`config.mk`:
```
export PLATFORM = sky130hd
export DESIGN_NAME = dz_brg
export DESIGN_NICKNAME = d
export VERILOG_FILES = /design/src/rtl/dz_brg_pkg.sv /design/src/rtl/dz_brg_chan.sv /design/src/rtl/dz_brg.sv
export SDC_FILE = /design/constraint.sdc
export NUM_CORES = 1
export LEC_CHECK = 0
export CELL_PAD_IN_SITES_DETAIL_PLACEMENT = 0
export CELL_PAD_IN_SITES_GLOBAL_PLACEMENT = 2
export CORE_MARGIN = 3
export CORE_UTILIZATION = 30
export DETAILED_ROUTE_END_ITERATION = 12
export PLACE_DENSITY = 0.78
export SLEW_MARGIN = 40
export SYNTH_ARGS = -nofsm -noshare
export SYNTH_HDL_FRONTEND = slang
export SYNTH_SLANG_ARGS = --single-unit
```
`constraint.sdc`:
```
create_clock -name clk -period 9.7 [get_ports clk]
set_clock_uncertainty 0.1 [all_clocks]
set_input_delay 1.94 -clock clk [delete_from_list [all_inputs] [get_ports clk]]
set_output_delay 1.94 -clock clk [all_outputs]
set_load 0.05 [all_outputs]
```
`src/rtl/dz_brg_pkg.sv`:
```
// rtl/dz_brg_pkg.sv - DZ11 speed codes and phase-increment helpers
package dz_brg_pkg;

  localparam logic [3:0] BR50    = 4'd0;
  localparam logic [3:0] BR75    = 4'd1;
  localparam logic [3:0] BR110   = 4'd2;
  localparam logic [3:0] BR134   = 4'd3;
  localparam logic [3:0] BR150   = 4'd4;
  localparam logic [3:0] BR300   = 4'd5;
  localparam logic [3:0] BR600   = 4'd6;
  localparam logic [3:0] BR1200  = 4'd7;
  localparam logic [3:0] BR1800  = 4'd8;
  localparam logic [3:0] BR2000  = 4'd9;
  localparam logic [3:0] BR2400  = 4'd10;
  localparam logic [3:0] BR3600  = 4'd11;
  localparam logic [3:0] BR4800  = 4'd12;
  localparam logic [3:0] BR7200  = 4'd13;
  localparam logic [3:0] BR9600  = 4'd14;
  localparam logic [3:0] BR19200 = 4'd15;

  // Doubled baud keeps 134.5 baud exact in integer math.
  function automatic logic [15:0] brg_b2(input logic [3:0] code);
    case (code)
      BR50:    brg_b2 = 16'd100;
      BR75:    brg_b2 = 16'd150;
      BR110:   brg_b2 = 16'd220;
      BR134:   brg_b2 = 16'd269;
      BR150:   brg_b2 = 16'd300;
      BR300:   brg_b2 = 16'd600;
      BR600:   brg_b2 = 16'd1200;
      BR1200:  brg_b2 = 16'd2400;
      BR1800:  brg_b2 = 16'd3600;
      BR2000:  brg_b2 = 16'd4000;
      BR2400:  brg_b2 = 16'd4800;
      BR3600:  brg_b2 = 16'd7200;
      BR4800:  brg_b2 = 16'd9600;
      BR7200:  brg_b2 = 16'd14400;
      BR9600:  brg_b2 = 16'd19200;
      default: brg_b2 = 16'd38400;
    endcase
  endfunction

  // Round-half-up of b2*clkdiv*2^accw / (2*clkfrq).
  function automatic logic [63:0] brg_inc(input logic [3:0] code,
                                          input int unsigned clkfrq,
                                          input int unsigned clkdiv,
                                          input int unsigned accw);
    logic [63:0] num;
    num = ({48'd0, brg_b2(code)} * 64'(clkdiv)) << accw;
    brg_inc = (num + 64'(clkfrq)) / (64'(clkfrq) << 1);
  endfunction

endpackage

```
`src/rtl/dz_brg_chan.sv`:
```
// rtl/dz_brg_chan.sv - one channel: phase accumulator, speed-change detect, pulse register
module dz_brg_chan
  import dz_brg_pkg::*;
#(
  parameter int unsigned CLKFRQ = 50000000,
  parameter int unsigned CLKDIV = 16,
  parameter int unsigned ACCW   = 32
) (
  input  logic       clk,
  input  logic       rst,
  input  logic [3:0] sel,
  input  logic       en,
  output logic       clken
);

  logic [ACCW-1:0] inc_tbl [16];

  for (genvar c = 0; c < 16; c++) begin : g_inc
    localparam logic [63:0] INC64 = brg_inc(4'(c), CLKFRQ, CLKDIV, ACCW);
    assign inc_tbl[c] = INC64[ACCW-1:0];
  end

  logic [ACCW-1:0] acc;
  logic [3:0]      selq;
  logic [ACCW:0]   sum;

  assign sum = {1'b0, acc} + {1'b0, inc_tbl[selq]};

  // selq tracks sel even while disabled so re-enable starts at the new code.
  always_ff @(posedge clk or posedge rst) begin
    if (rst) begin
      acc   <= '0;
      selq  <= '0;
      clken <= 1'b0;
    end else begin
      selq <= sel;
      if (!en || (sel != selq)) begin
        acc   <= '0;
        clken <= 1'b0;
      end else begin
        acc   <= sum[ACCW-1:0];
        clken <= sum[ACCW];
      end
    end
  end

endmodule

```
`src/rtl/dz_brg.sv`:
```
// rtl/dz_brg.sv - multi-channel fractional 16x baud clock-enable generator
module dz_brg
  import dz_brg_pkg::*;
#(
  parameter int unsigned CLKFRQ = 50000000,
  parameter int unsigned CLKDIV = 16,
  parameter int unsigned NCH    = 8,
  parameter int unsigned ACCW   = 32
) (
  input  logic              clk,
  input  logic              rst,
  input  logic [4*NCH-1:0]  brgSEL,
  input  logic [NCH-1:0]    brgEN,
  output logic [NCH-1:0]    brgCLKEN
);

  if (CLKFRQ < 2 * CLKDIV * 19200) begin : g_bad_clk
    $error("dz_brg: CLKFRQ too low for back-to-back-free 19200 baud");
  end
  if (ACCW > 40 || ACCW < 24) begin : g_bad_accw
    $error("dz_brg: ACCW must be 24..40");
  end
  if (NCH < 1 || NCH > 16) begin : g_bad_nch
    $error("dz_brg: NCH must be 1..16");
  end

  for (genvar i = 0; i < NCH; i++) begin : g_chan
    dz_brg_chan #(
      .CLKFRQ(CLKFRQ),
      .CLKDIV(CLKDIV),
      .ACCW  (ACCW)
    ) u_chan (
      .clk  (clk),
      .rst  (rst),
      .sel  (brgSEL[4*i +: 4]),
      .en   (brgEN[i]),
      .clken(brgCLKEN[i])
    );
  end

endmodule

```
==> metrics.txt <==
status=complete, no violations; Hold Violations, Final=0; Post-CTS Resized=0; fin crit period=4490 ps; max-cap viol count=0; Final ANT Viol Nets=0; fillers=8605; setup TNS=0 ps; CP max-delay cell=dfrtp_1; Netlist cell types=79; min-delay worst type=reg -> reg; synthesized flop and latch total=296; CTS Buf Count=43; Worst EP arrival=between 4000 and 5000 ps; Worst Path Required=about 10000 ps; I/O pin cnt=50; Max-slew headroom=a little over 50%; Starting Density=between 30% and 40%; TritonCTS sink count=296; Max clock buf depth=3; die area=0.0867 sq mm; Critical Path Max Stage Delay=560 ps; Worst Path Buf+Inv=2; RSZ-0062 raised after global routing=false; Register Area=around 0.0074 sq mm; EDFF count, synth=0; global-route wire length before repair=103000 um; DR vias/cell=5.02; Final Util=34.1%; cell types with the highest counts after synthesis=nor2_1, ha_1, dfrtp_1; Mapped Cells=between 2000 and 3000; Lkg Pwr=13.4 nW; clock root cell=clkbuf_16; Pwr Density=128 mW/mm^2; VDD IR max=91.9 uV; layout cells sized above 1=4.71%; Final Cycle Share=46.3%; post-synthesis instance area=roughly 0.025 sq mm; Slew Limit Fails=0; crit path kind=reg -> reg; Vert. Die Dim=between 200 and 300 um; hpwl dp=43600 um; grt total ovfl=0; core footprint=~0.082 sq mm; Worst-Skew Late Latency=570 ps; area leader, netlist=dfrtp_1; Initial DRT Pass Iterations=5; initial antenna violation count=0; Crit Path Max Fanout=16; via count=20500; FMAX=223 MHz; Synth area leaders=dfrtp_1, ha_1, a21oi_1; worst slew pin tran=approximately 740 ps; delay-heaviest family, CP=compound AO/OA/AOI/OAI gates; final setup fails=0; site row count=105; Die X-Extent=294 um; post-synthesis sequential area ratio=29.7%; placed cell area=0.0266 sq mm; most frequent CP cell=o21ai_0; CTS Hold Bufs=0; vias in the first global route=20300; Final Non-Filler Cells=4083; port buffer count=49; aggregate routed wire length=61000 um; CP Capture Type=register; placed insts=4007; DRC viols=0; ys async rst share=100%; fin nets=around 3400; nature of the critical path startpoint=register; Worst-path clk slew=60 ps; syn_area_per_cell=8.38 sq um; crit-path cells=buf_4 > clkinv_1 > nand2_1 > nand3_1 > o21ai_0 > ha_1 > fa_1 > a211oi_1 > o21ai_0 > a21oi_1 > a21oi_1 > o22ai_1 > o21ai_0 > a41oi_1 > xor2_1 > nor2_1; WL/cell=14.9 um; largest net degree at the start of global routing=132; Setup Buffers After CTS=0; YS warnings=0; Tot GR Track Use=14.1%; final instance area=~0.028 sq mm; dominant synthesized flop cell=dfrtp_1; most common cell in the netlist=nor2_1; Synth-to-Final Area Change=12.2%; footprint of the multi-input gates=0.0168 sq mm; GP Congestion=around 0.8; Syn Nets=3367; DRT iter0 DRCs=941; H-tree Lvls=2; TritonCTS clock tree=built; post-synth top area share=29.7%
==> tightest hold or removal path, cell delays in order, from the launching register on <==
cell,delay [ps]
dfrtp_1,380
nand2_1,60
nor3_1,40
==> area by class of cell <==
cell class	instances	share of cell area [%]
multi-input cells	2475	59.8
flip-flops and latches	296	26.4
well taps	1070	4.78
clock buffers	61	4.44
repair buffers	76	2.71
inverters	91	1.23
clock inverters	13	0.621
diodes	1	0.00893
==> report_power, final <==
part / internal [mW] / leakage [nW] / switching [mW]
clock network: 0.992 / 0.696 / 0.614
logic: 0.273 / 8.65 / 0.425
registers: 1.26 / 4.05 / 0.0238
total: 2.52 / 13.4 / 1.06
==> flip-flops by register name (all words and copies together) (netlist names) <==
signal,cells
g_chan.u_chan.acc,256
g_chan.u_chan.clken,8
g_chan.u_chan.selq,32
==> cell usage in the layout, fill, tap and decap left out, types with 35 or more instances in the layout <==
master / netlist / layout
nor2_1: 373 / 373
ha_1: 337 / 337
dfrtp_1: 296 / 295
a21oi_1: 292 / 292
nand2_1: 237 / 237
o21ai_0: 213 / 213
xor2_1: 117 / 117
a21o_1: 109 / 109
xnor2_1: 103 / 103
inv_1: 85 / 84
nor3_1: 76 / 76
nand3_1: 65 / 65
and3_1: 49 / 49
clkdlybuf4s50_1: 0 / 49
a31oi_1: 45 / 45
a211oi_1: 44 / 43
clkbuf_16: 0 / 43
mux2i_1: 38 / 38
nor2b_1: 37 / 37
nand2b_1: 35 / 35
==> logic make-up after synthesis <==
| logic type | synth area share, % |
|---|---|
| AOI/OAI and AO/OA | 21.8 |
| xor gates and xnor gates | 7.72 |
| adders and majority gates | 17.6 |
| buffers and inverters | 3.27 |
| DFF | 29.7 |
| muxes | 1.93 |
| and+or+nand+nor | 18.0 |
==> metrics by stage <==
stage	hold WS, ps	total power [mW]	worst slack, ps
after floorplan	385	1.83	3730
after global placement	401	2.01	5170
after detailed placement	409	2.00	5170
after CTS	416	3.68	5110
after global routing	433	3.82	4830
final	411	3.58	5210
==> worst paths after layout <==
path / from / endpoint / slack [ps] / cells after the start
max: g_chan[3].u_chan.selq[2] / g_chan[3].u_chan.acc[26] / 5210 / 16
min: g_chan[7].u_chan.acc[31] / g_chan[7].u_chan.clken / 410 / 2
max reg2reg: g_chan[3].u_chan.selq[2] / g_chan[3].u_chan.acc[26] / 5210 / 16
min reg2reg: g_chan[7].u_chan.acc[31] / g_chan[7].u_chan.clken / 410 / 2
max in group asynchronous: rst / g_chan[6].u_chan.acc[7] / 6540 / 4
min in group asynchronous: rst / g_chan[1].u_chan.acc[30] / 1710 / 2
==> per-layer routing <==
layer	vias to the layer above	GRT usage [%]	wire, um
li1	10600	-	-
met1	9609	19.8	31100
met2	182	22.9	27200
met3	66	2.04	1670
met4	0	3.20	1080
met5	-	0	0
(Power assumes the default switching activity.)
